===== src/rtl/mono_fifo_arbiter_pkg.sv =====
// Shared definitions for the mono FIFO arbiter.
//   state_t     : arbiter FSM states
//   WORD_W      : data word width
//   OBUF_DEPTH  : depth of the merged output buffer
//   wrap_add    : (base + off) modulo n, for small n (off <= n, base < n)
package mono_fifo_arbiter_pkg;

  localparam int unsigned WORD_W     = 32;
  localparam int unsigned OBUF_DEPTH = 2;

  typedef enum logic [1:0] {
    IDLE = 2'd0,
    ARB  = 2'd1,
    XFER = 2'd2
  } state_t;

  function automatic logic [2:0] wrap_add(input logic [2:0] base,
                                          input int unsigned off,
                                          input int unsigned n);
    int unsigned s;
    s = {29'd0, base} + off;
    if (s >= n) s = s - n;
    return s[2:0];
  endfunction

endpackage


===== src/rtl/mono_fifo_arbiter_obuf.sv =====
// Two-entry first-word-fall-through output buffer.
//   clk, rst   : clock, async active-high reset
//   push       : write push_data this cycle (ignored when full without a pop)
//   push_data  : word to write
//   pop        : consume the head word (ignored when empty)
//   count      : number of stored words (0..2)
//   empty      : count == 0
//   data       : head word, valid while empty is low
module mono_fifo_arbiter_obuf
  import mono_fifo_arbiter_pkg::*;
(
  input  logic              clk,
  input  logic              rst,
  input  logic              push,
  input  logic [WORD_W-1:0] push_data,
  input  logic              pop,
  output logic [1:0]        count,
  output logic              empty,
  output logic [WORD_W-1:0] data
);

  logic [WORD_W-1:0] mem [OBUF_DEPTH];
  logic              pop_ok;
  logic              push_ok;

  assign pop_ok  = pop && (count != 2'd0);
  assign push_ok = push && ((count < 2'(OBUF_DEPTH)) || pop_ok);
  assign empty   = (count == 2'd0);
  assign data    = mem[0];

  // mem[0] is always the head; a pop shifts mem[1] down.
  always_ff @(posedge clk or posedge rst) begin
    if (rst) begin
      for (int unsigned i = 0; i < OBUF_DEPTH; i++) mem[i] <= '0;
      count <= '0;
    end else begin
      case ({push_ok, pop_ok})
        2'b10: begin
          if (count == 2'd0) mem[0] <= push_data;
          else               mem[1] <= push_data;
          count <= count + 2'd1;
        end
        2'b01: begin
          mem[0] <= mem[1];
          count  <= count - 2'd1;
        end
        2'b11: begin
          if (count == 2'd1) begin
            mem[0] <= push_data;
          end else begin
            mem[0] <= mem[1];
            mem[1] <= push_data;
          end
        end
        default: ;
      endcase
    end
  end

endmodule


===== src/rtl/mono_fifo_arbiter.sv =====
// Round-robin merger of N_INPUTS first-word-fall-through FIFO ports into a
// single FWFT output stream, taking up to MAX_BURST words per grant.
//   BUS_CLK, BUS_RST : clock, async active-high reset
//   IN_EMPTY/IN_DATA : per-port upstream empty flag and head word (32 bits each)
//   IN_READ          : per-port pop strobe, only the granted bit ever rises
//   OUT_READ         : downstream pop strobe
//   OUT_EMPTY/OUT_DATA : merged output flag and head word
//   GRANT            : currently granted port index
//   BUSY             : FSM is not IDLE
module mono_fifo_arbiter
  import mono_fifo_arbiter_pkg::*;
#(
  parameter int unsigned N_INPUTS  = 4,
  parameter int unsigned MAX_BURST = 16
) (
  input  logic                       BUS_CLK,
  input  logic                       BUS_RST,
  input  logic [N_INPUTS-1:0]        IN_EMPTY,
  input  logic [WORD_W*N_INPUTS-1:0] IN_DATA,
  output logic [N_INPUTS-1:0]        IN_READ,
  input  logic                       OUT_READ,
  output logic                       OUT_EMPTY,
  output logic [WORD_W-1:0]          OUT_DATA,
  output logic [2:0]                 GRANT,
  output logic                       BUSY
);

  state_t            state, state_nx;
  logic [2:0]        grant_nx;
  logic [7:0]        burst_cnt, burst_nx;
  logic              grant_empty;
  logic [WORD_W-1:0] grant_data;
  logic              found;
  logic [2:0]        found_idx;
  logic [1:0]        ob_count;
  logic              space;
  logic              rd;

  // Granted-port mux.
  always_comb begin
    grant_empty = 1'b1;
    grant_data  = '0;
    for (int unsigned i = 0; i < N_INPUTS; i++) begin
      if (GRANT == 3'(i)) begin
        grant_empty = IN_EMPTY[i];
        grant_data  = IN_DATA[WORD_W*i +: WORD_W];
      end
    end
  end

  // Search GRANT+1 .. GRANT+N_INPUTS (mod N_INPUTS); the current grant is last.
  always_comb begin
    found     = 1'b0;
    found_idx = GRANT;
    for (int unsigned off = 1; off <= N_INPUTS; off++) begin
      for (int unsigned j = 0; j < N_INPUTS; j++) begin
        if (!found && !IN_EMPTY[j] && (3'(j) == wrap_add(GRANT, off, N_INPUTS))) begin
          found     = 1'b1;
          found_idx = 3'(j);
        end
      end
    end
  end

  // A full buffer still has room when the downstream pops in the same cycle.
  assign space = (ob_count < 2'(OBUF_DEPTH)) || OUT_READ;
  assign rd    = (state == XFER) && !grant_empty && space &&
                 (burst_cnt < 8'(MAX_BURST));

  always_comb begin
    IN_READ = '0;
    for (int unsigned j = 0; j < N_INPUTS; j++)
      IN_READ[j] = rd && (GRANT == 3'(j));
  end

  always_comb begin
    state_nx = state;
    grant_nx = GRANT;
    burst_nx = burst_cnt;
    case (state)
      IDLE: if (IN_EMPTY != '1) state_nx = ARB;
      ARB: begin
        if (found) begin
          grant_nx = found_idx;
          burst_nx = '0;
          state_nx = XFER;
        end else begin
          state_nx = IDLE;
        end
      end
      XFER: begin
        if (rd) burst_nx = burst_cnt + 8'd1;
        if (burst_nx == 8'(MAX_BURST))  state_nx = ARB;
        else if (!rd && grant_empty)    state_nx = ARB;
      end
      default: state_nx = IDLE;
    endcase
  end

  always_ff @(posedge BUS_CLK or posedge BUS_RST) begin
    if (BUS_RST) begin
      state     <= IDLE;
      GRANT     <= 3'(N_INPUTS - 1);
      burst_cnt <= '0;
    end else begin
      state     <= state_nx;
      GRANT     <= grant_nx;
      burst_cnt <= burst_nx;
    end
  end

  assign BUSY = (state != IDLE);

  mono_fifo_arbiter_obuf u_obuf (
    .clk       (BUS_CLK),
    .rst       (BUS_RST),
    .push      (rd),
    .push_data (grant_data),
    .pop       (OUT_READ),
    .count     (ob_count),
    .empty     (OUT_EMPTY),
    .data      (OUT_DATA)
  );

endmodule


===== config.mk =====
export PLATFORM = sky130hd
export DESIGN_NAME = mono_fifo_arbiter
export DESIGN_NICKNAME = d
export VERILOG_FILES = /design/src/rtl/mono_fifo_arbiter_pkg.sv /design/src/rtl/mono_fifo_arbiter_obuf.sv /design/src/rtl/mono_fifo_arbiter.sv
export SDC_FILE = /design/constraint.sdc
export NUM_CORES = 1
export LEC_CHECK = 0
export CORE_UTILIZATION = 41
export CTS_CLUSTER_SIZE = 24
export DETAILED_ROUTE_END_ITERATION = 10
export GPL_ROUTABILITY_DRIVEN = 0
export MAX_ROUTING_LAYER = met4
export PLACE_DENSITY_LB_ADDON = 0.05
export SLEW_MARGIN = 20
export SYNTH_ARGS = -nofsm -noshare
export SYNTH_HDL_FRONTEND = slang
export SYNTH_HIERARCHICAL = 1
export SYNTH_SLANG_ARGS = --single-unit

===== constraint.sdc =====
create_clock -name BUS_CLK -period 2.74 [get_ports BUS_CLK]
set_clock_uncertainty 0.15 [all_clocks]
set_input_delay 0.411 -clock BUS_CLK [delete_from_list [all_inputs] [get_ports BUS_CLK]]
set_output_delay 0.411 -clock BUS_CLK [all_outputs]
set_load 0.02 [all_outputs]

==> flow_metrics.tcl <==
set metrics [dict create \
    dpl.hpwl_um 9320 \
    clk_path_buf_depth 2 \
    slowest_stage "mux4_2" \
    powerDensity_nw_per_um2 1020 \
    drt_iter0_drc 178 \
    synthArstFlopShare_pct 100 \
    critical_path_buf_inv_count 3 \
    synthFlopType "dfrtp_1" \
    worstPathRequired_ns 2.81 \
    seq_area_frac_synth_pct 39.8 \
    clock_sinks 78 \
    final_area_um2 7310 \
    wirelength_um 13800 \
    final_common_cell "clkdlybuf4s50_1" \
    post-route-drc-count 12 \
    rsz0062_at_grt "true" \
    avgSynthCellArea_um2 11.2 \
    clock_latency_ns 0.34 \
    synthDistinctLibCells 47 \
    tightest_slew_ns 0.718 \
    setup_ws_ns -0.104 \
    final_cell_mix "170 x clkdlybuf4s50_1, 76 x dfrtp_1, 41 x o21ai_0" \
    portBuffers 174 \
    finalSetupViolCount 44 \
    wl_met2_um 7240 \
    wirelength_met1_um 5660 \
    max_cap_viol_count 0 \
    syn_inst 437 \
    path_cells "clkdlybuf4s50_1 > mux4_2 > nor3_4 > and2_4 > and2_4 > ha_4 > nor2b_4 > o21ai_4 > buf_12 > buf_16 > mux2_4" \
    ant_nets 0 \
    synth_nets 579 \
    syn-cell-area_um2 4920 \
    ios 176 \
    min-delay-path-class "input pin to asynchronous set/reset pin" \
    diodes 0 \
    first_global_vias 4645 \
    num_rows 39 \
    layout.cells.non_filler 735 \
    wl_per_cell_um 18.7 \
    n_fill_cell 944 \
    drv_slew 0 \
    power_mw 7.47 \
    synth.area.top_cells "dfrtp_1 39%, mux4_2 15%, mux2_1 7.3%" \
    r2r_setup_slack_ns -0.10 \
    crit_path_start_kind "input pin" \
    ys_ff_latch 78 \
    grt_pass1_wl_um 22700 \
    vdd_drop_max_mv 0.537 \
    cp.arrival_ns 2.91 \
    seq_area_um2 1950 \
    multi_input_area_um2 2600 \
    top_layer "met4" \
    dr.pass1.iters 8 \
    drive_above_1_share_pct 23.6 \
    path_class "input pin to flip-flop" \
    violations "DRC, setup timing" \
    synth_top_area_cell "dfrtp_1" \
    min_period_ns 2.84 \
    hold_violations 0 \
    max_slew_margin_pct 52.1 \
    cpMostUsedCell "and2_4" \
    cts_htree_levels 3 \
    final_nets 729 \
    via_per_inst 5.71 \
    status "complete, but fails checks" \
    crit_fanout 6 \
    cts_tree "yes" \
    synth_edf_count 0 \
    die_area_um2 12400 \
    worst_r2r_endpoint "u_obuf/mem[3]" \
    grt_usage_pct 24.1 \
    grt-ovfl-total 0 \
    route.met3.wl_um 746 \
    fin_setup_tns_ns -2.66 \
    placedInstanceArea_um2 6670 \
    crit_cells 11 \
    synthToLayoutAreaGrowth_pct 48.6 \
    grt_max_degree 42 \
    via_count 4194 \
    die_h_um 112 \
    critPathTopFamily "multiplexers" \
    ys.warnings.count 6 \
    path_clk_slew_ns 0.06 \
    place_inst 710 \
    p_leak_nw 2.95 \
    crit_path_max_incr_delay_ns 0.54 \
    numCtsBuffers 9 \
    core_um2 11600 \
    max_freq_mhz 352 \
    antenna_found_initial 0 \
    fp.dieW_um 112 \
    period_share_pct 104 \
    r2r_cells 10 \
    worstSetupEndpointType "flip-flop" \
    cts-root-buf "clkbuf_16" \
    netlist.area_leader.share_pct 38.7 \
    r2r-start "GRANT[0]" \
    start_util_pct 42.5 \
]
==> synth_stat cells (2+ instances only) <==
master,instances
o21ai_0,41
buf_6,2
nand2_1,12
dfrtp_1,76
buf_4,37
mux2i_1,2
buf_1,3
a31oi_1,32
nor2b_1,6
mux2_1,32
nor4b_1,3
mux4_2,33
or2_2,2
buf_2,13
a21oi_1,4
o211ai_1,32
dlygate4sd1_1,2
inv_1,6
and2_1,4
nand4_1,2
ha_1,7
and3b_1,2
nor2_1,9
dfstp_2,2
clkbuf_1,15
buf_8,3
nor3_4,2
xnor2_1,2
nor3_1,32
a41oi_1,2
==> where the power goes <==
part	switching, mW	leakage [nW]	internal (mW)
combinational	1.95	1.86	2.23
sequential	0.325	0.933	1.71
clock	0.466	0.159	0.792
total	2.74	2.95	4.73
==> per-layer routing <==
metal	vias to the layer above	track usage (%)
met5	-	-
met4	0	7.12
met3	10	5.99
met2	145	41.6
met1	2113	27.7
li1	1926	-
==> worst max-delay path by stage <==
stage / from / endpoint / slack (ns)
after floorplan: GRANT[0] / u_obuf/mem[0] / -0.27
after global placement: IN_EMPTY[3] / u_obuf/mem[18] / -0.59
after detailed placement: IN_EMPTY[3] / u_obuf/mem[18] / -0.63
after CTS: GRANT[0] / IN_READ[0] / -0.10
after global routing: GRANT[0] / u_obuf/mem[3] / -0.22
final: IN_EMPTY[3] / u_obuf/mem[3] / -0.10
==> worst reg2reg max path, stage by stage (launching register included) <==
cell	delay, ns
dfstp_2	0.54
mux4_2	0.55
nor3_4	0.15
and2_4	0.17
and2_4	0.16
ha_4	0.15
nor2b_4	0.18
o21ai_4	0.09
buf_12	0.15
buf_16	0.15
mux2_4	0.30
==> state kept, by name (all words and copies together), names as in the netlist <==
| register | flops |
|---|---|
| burst_cnt | 8 |
| u_obuf/count | 2 |
| u_obuf/data | 32 |
| state | 2 |
| u_obuf/mem | 32 |
| GRANT | 2 |
==> cell type report <==
class                   instances  share of cell area (%)
clock inverters                 7                    1.22
clock buffers                   9                    3.08
repair buffers                214                    30.6
well taps                     143                    2.45
inverters                       7                   0.360
multi-input cells             277                    35.6
flip-flops and latches         78                    26.8
==> cells by family after synthesis <==
group           count (synthesis)  synth area share (%)
compound gates                119                  15.2
buf+inv                        82                  10.6
simple gates                   80                  9.11
flops                          78                  39.8
mux                            68                  23.1
fa+ha+maj                       7                  1.78
xor+xnor                        2                 0.356
other cells                     1                0.0763
==> stage by stage <==
stage               worst slack, ns  hold WS [ns]  utilization, %
finish                       -0.104         0.274            63.2
global route                 -0.222         0.332            63.2
CTS                          -0.100         0.279            62.2
detailed placement           -0.633         0.332            57.7
global placement             -0.590         0.324            57.7
floorplan                    -0.265         0.124               -
==> what timing repair did <==
item / 4_1_cts / 5_1_grt
endpoints found under the setup margin: 69 / 70
buffers inserted: 5 / 0
hold buffers: 0 / 0
gates cloned: 3 / 2
pin swaps: 4 / 17
gates resized for setup: 49 / 14
Note: power is estimated with default switching activity, not from simulation.
==> RTL change 1, RTL diff (config.mk and constraints unchanged) <==
Set the parameter `N_INPUTS` to 8 (it was 4).
--- a/src/rtl/mono_fifo_arbiter.sv
+++ b/src/rtl/mono_fifo_arbiter.sv
@@ -12,3 +12,3 @@
 #(
-  parameter int unsigned N_INPUTS  = 4,
+  parameter int unsigned N_INPUTS  = 8,
   parameter int unsigned MAX_BURST = 16
Ports: changed (resized IN_DATA, IN_EMPTY and IN_READ); port bits go from 176 to 312. The function was not compared with the original's and may differ.
==> RTL change 1 against the unedited design <==
  * Via count grew 120%
  * Wire length grew 140%
  * Setup slack lost 370 ps
  * Sequential cell count grew 1
  * Total power grew 100%
  * Design area grew 79%
  * Largest cell class unchanged
  * Area after synthesis grew 54%
  * The flow finishes with violations (negative setup slack)
  * Die area grew 53%
  * Synthesized cell count grew 120%
  * Non-clock buffer count grew 311
==> RTL change 1: results (changes against the unedited design) <==
GRT
  • Vias in the first global route: 8,947 (was 4,645)
  • Antenna violations before repair: 3 (was 0)
  • Largest net degree at the start of global routing: 58 (was 42)

Timing
  • Worst setup margin: -470 ps (was -104 ps)
  • TNS Setup: -28,350 ps (was -2660 ps)
  • Final setup violating endpoints: 84 (was 44)

Yosys
  • Syn Nets: 1,230 (was 579)
  • Synth unique cells: 71 (was 47)
  • Post-Synth XOR/XNOR Area: 0.00231 (was 0.00356)
  • Mux share of post-synthesis cell area: 0.129 (was 0.231)
  • Fraction of the mapped netlist area in adder cells: 0.0132 (was 0.0178)
  • Flops & latches, synth: 79 (was 78)

Run status
  • Failing checks: negative setup slack (was design-rule violations, negative setup slack)
  • Outcome: complete, but fails checks (unchanged)

Final layout
  • Fill cells: 1,432 (was 944)
  • # diodes: 3 (was 0)
  • Multi-input gates: 726 (was 277)
  • Synth-to-layout area growth: 72.6% (was 48.6%)
  • Non-clk buf share: 0.394 (was 0.306)
  • Multi-input logic area: 5300 sq um (was 2600 sq um)
  • Seq area share: 0.151 (was 0.268)
  • Inverter count: 13 (was 7)
  • Share of cells above drive strength 1: 0.277 (was 0.236)
  • Non-clock buffers: 525 (was 214)
  • Layout clock area frac: 0.0232 (was 0.0430)

Floorplan
  • Core ar.: 18,000 sq um (was 11,600 sq um)

Detailed routing
  • DRT Pass-1 Iters: 5 (was 8)
  • DR WL/cell: 20.6 um (was 18.7 um)

Critical path
  • CP top delay family: flip-flops (was multiplexers)
  • Crit-path slowest cell: dfstp_4 (was mux4_2)
  • Worst r2r path cells: 13 (was 10)
  • RR Endpoint: u_obuf/mem[26] (was u_obuf/mem[3])

Placed design
  • Port Buffer Count: 311 (was 174)
RTL change 1: cell count changes after synthesis, moves of 32 or more:
cell | before | now
a21oi_1 | 4 | 83
mux2_1 | 32 | 0
o2bb2ai_1 | 0 | 34
a211oi_1 | 1 | 34
nor2_1 | 9 | 102
o21ai_0 | 41 | 77
nand2_1 | 12 | 46
mux2i_1 | 2 | 38
a22oi_1 | 0 | 32
clkbuf_1 | 15 | 66
RTL change 1: report_power, final:
| group | leakage, nW | switching, mW | internal [mW] |
|---|---|---|---|
| Combinational | 4.27 | 5.88 | 5.96 |
| Clock | 0.139 | 0.499 | 0.715 |
| Sequential | 0.980 | 0.359 | 1.70 |
RTL change 1: metal layers:
metal / part of all wire / GRT usage
met4: 0.030 / 0.124
met1: 0.41 / 0.430
met3: 0.064 / 0.0450
met5: 0 / -
met2: 0.50 / 0.566
RTL change 1: timing repair:
action                     CTS  global route
resized for setup          101            77
gates cloned                 4             3
buffers inserted            17            10
pin swaps                    9            37
setup endpoints to repair   86            87
==> RTL change 2, RTL diff (config.mk and constraints unchanged) <==
Without the edit above. Reset style: synchronous (`BUS_RST` and `rst`), changed in 2 clocked blocks. Comments in the files are not updated.
--- a/src/rtl/mono_fifo_arbiter_obuf.sv
+++ b/src/rtl/mono_fifo_arbiter_obuf.sv
@@ -31,3 +31,3 @@
   // mem[0] is always the head; a pop shifts mem[1] down.
-  always_ff @(posedge clk or posedge rst) begin
+  always_ff @(posedge clk) begin
     if (rst) begin
--- a/src/rtl/mono_fifo_arbiter.sv
+++ b/src/rtl/mono_fifo_arbiter.sv
@@ -99,3 +99,3 @@
 
-  always_ff @(posedge BUS_CLK or posedge BUS_RST) begin
+  always_ff @(posedge BUS_CLK) begin
     if (BUS_RST) begin
Function: differs if BUS_RST is asserted again (counterexample within 4 cycles, from zero or initial values and one cycle with BUS_RST high); with BUS_RST held inactive, the same outputs for 4 cycles.
==> RTL change 2 against the unedited design <==
  * Area after synthesis fell by 5.7%
  * Sequential cell count did not move
  * Critical path type is now reg -> reg
  * Critical endpoint is now u_obuf/mem[0][33]
  * Setup slack improved by 150 ps
  * Wire length fell by 18%
  * Design area fell by 4.8%
  * Via count fell by 16%
  * Fmax rose by 5.5%
Power is not compared: it rests on default switching activity, and its combinational part moved more than twofold at a synthesized area within 25%.
==> RTL change 2: results (changes against the unedited design) <==
Run status
  • Outcome: complete, no violations (was complete, but fails checks)

GRT
  • First-pass GRT wire length: 17.5 mm (was 22.7 mm)
  • Vias in the first global route: 3,564 (was 4,645)
  • M3 GR Usage: 0.0338 (was 0.0599)
  • Met2 usage: 0.353 (was 0.416)
  • GRT Overall Usage: 0.203 (was 0.241)

Placed design
  • Dpl cells: 643 (was 710)
  • Detailed placer's ending HPWL: 8.36 mm (was 9.32 mm)
  • Area post-placement: 6540 sq um (was 6670 sq um)
  • Setup WS pre-CTS: -408 ps (was -633 ps)

Critical path
  • Worst path max stage delay: 400 ps (was 540 ps)
  • CP Max Fanout: 5 (was 6)
  • R2r startpoint: burst_cnt[7] (was GRANT[0])
  • CP Class: reg -> reg (was in -> reg)
  • Worst r2r path cells: 11 (was 10)
  • Worst EP arrival: 2600 ps (was 2910 ps)
  • CP top delay family: simple AND/OR/NAND/NOR gates (was multiplexers)

Final layout
  • Fill cells: 866 (was 944)
  • NumNets Final: 659 (was 729)
  • Share of cells above drive strength 1: 0.241 (was 0.236)

Yosys
  • Area contributors post-synth: edfxtp_1 (41%), mux4_2 (16%), dfxtp_1 (6.0%) (was dfrtp_1 (39%), mux4_2 (15%), mux2_1 (7.3%))
  • Mapped Cells: 361 (was 437)
  • Number of flops mapped to enable cells by yosys: 64 (was 0)
  • Ys async rst share: 0 (was 1.00)
  • Post-synthesis sequential area ratio: 0.475 (was 0.398)
  • Prevailing post-synth register cell: edfxtp_1 (was dfrtp_1)
  • Syn Nets: 502 (was 579)
  • Commonest cells post-synth: edfxtp_1 (64), buf_4 (37), and2_1 (34), mux4_2 (32), a21oi_1 (19) (was dfrtp_1 (76), o21ai_0 (41), buf_4 (37), mux4_2 (33))

Detailed routing
  • DR WL/cell: 17.0 um (was 18.7 um)
  • Via count: 3,529 (was 4,194)
  • Met2 routed WL: 5.74 mm (was 7.24 mm)
  • DR iter-0 viols: 114 (was 178)
  • Vias per std cell: 5.32 (was 5.71)
  • DRT Pass-1 Iters: 4 (was 8)
  • Met1 WL: 4.70 mm (was 5.66 mm)

Clock tree
  • Num CTS Buffers: 9 (unchanged)
  • Post-CTS Repair Setup Buffers: 2 (was 5)

Hold path
  • Worst hold path class: reg -> reg (was in -> async)
-- RTL change 2: cell types whose count changed after synthesis, sizes merged, moves of 13 or more --
cell | unedited run | this run
dfrtp | 76 | 0
edfxtp | 0 | 64
a31oi | 33 | 0
o211ai | 32 | 0
mux2 | 33 | 2
and2 | 4 | 34
nor3 | 34 | 5
o21ai | 43 | 14
o221a | 0 | 21
a21oi | 4 | 20
nand3 | 0 | 15
dfxtp | 0 | 14
buf | 58 | 45
-- RTL change 2: cells by family (layout without fill, tap and decap cells) --
kind of cell / count (synthesis) / in the layout / share of synthesized area
AOI/OAI and AO/OA: 72 / 72 / 0.126
xor gates and xnor gates: 2 / 2 / 0.00378
adders and majority gates: 6 / 6 / 0.0162
buffers and inverters: 71 / 233 / 0.0912
DFF: 78 / 78 / 0.475
muxes: 35 / 35 / 0.163
other: 1 / 1 / 0.000809
and+or+nand+nor: 96 / 96 / 0.124
-- RTL change 2: power by group through the flow --
stage	registers, mW	clock network [mW]	logic, mW
global placement	1.63	0	1.65
CTS	1.61	1.30	1.69
floorplan	1.62	0	1.07
global route	1.62	1.34	1.80
finish	1.61	1.28	1.69
detailed placement	1.63	0	1.67
-- RTL change 2: final cells by class --
cell class / count / area [sq um] / area share
clock buffer: 9 / 225 / 0.0324
clock inverter: 7 / 95.1 / 0.0137
inverter: 10 / 40.0 / 0.00576
multi-input combinational: 212 / 2080 / 0.299
sequential: 78 / 2210 / 0.318
tap: 140 / 175 / 0.0252
timing repair buffer: 207 / 2130 / 0.307
-- RTL change 2: final timing paths --
| check | end | slack (ps) |
|---|---|---|
| worst min-delay path | burst_cnt[4] | 370 |
| worst max-delay path | u_obuf/mem[0][33] | 40 |
| worst max register to register | u_obuf/mem[0][33] | 40 |
| worst min register to register | burst_cnt[4] | 370 |
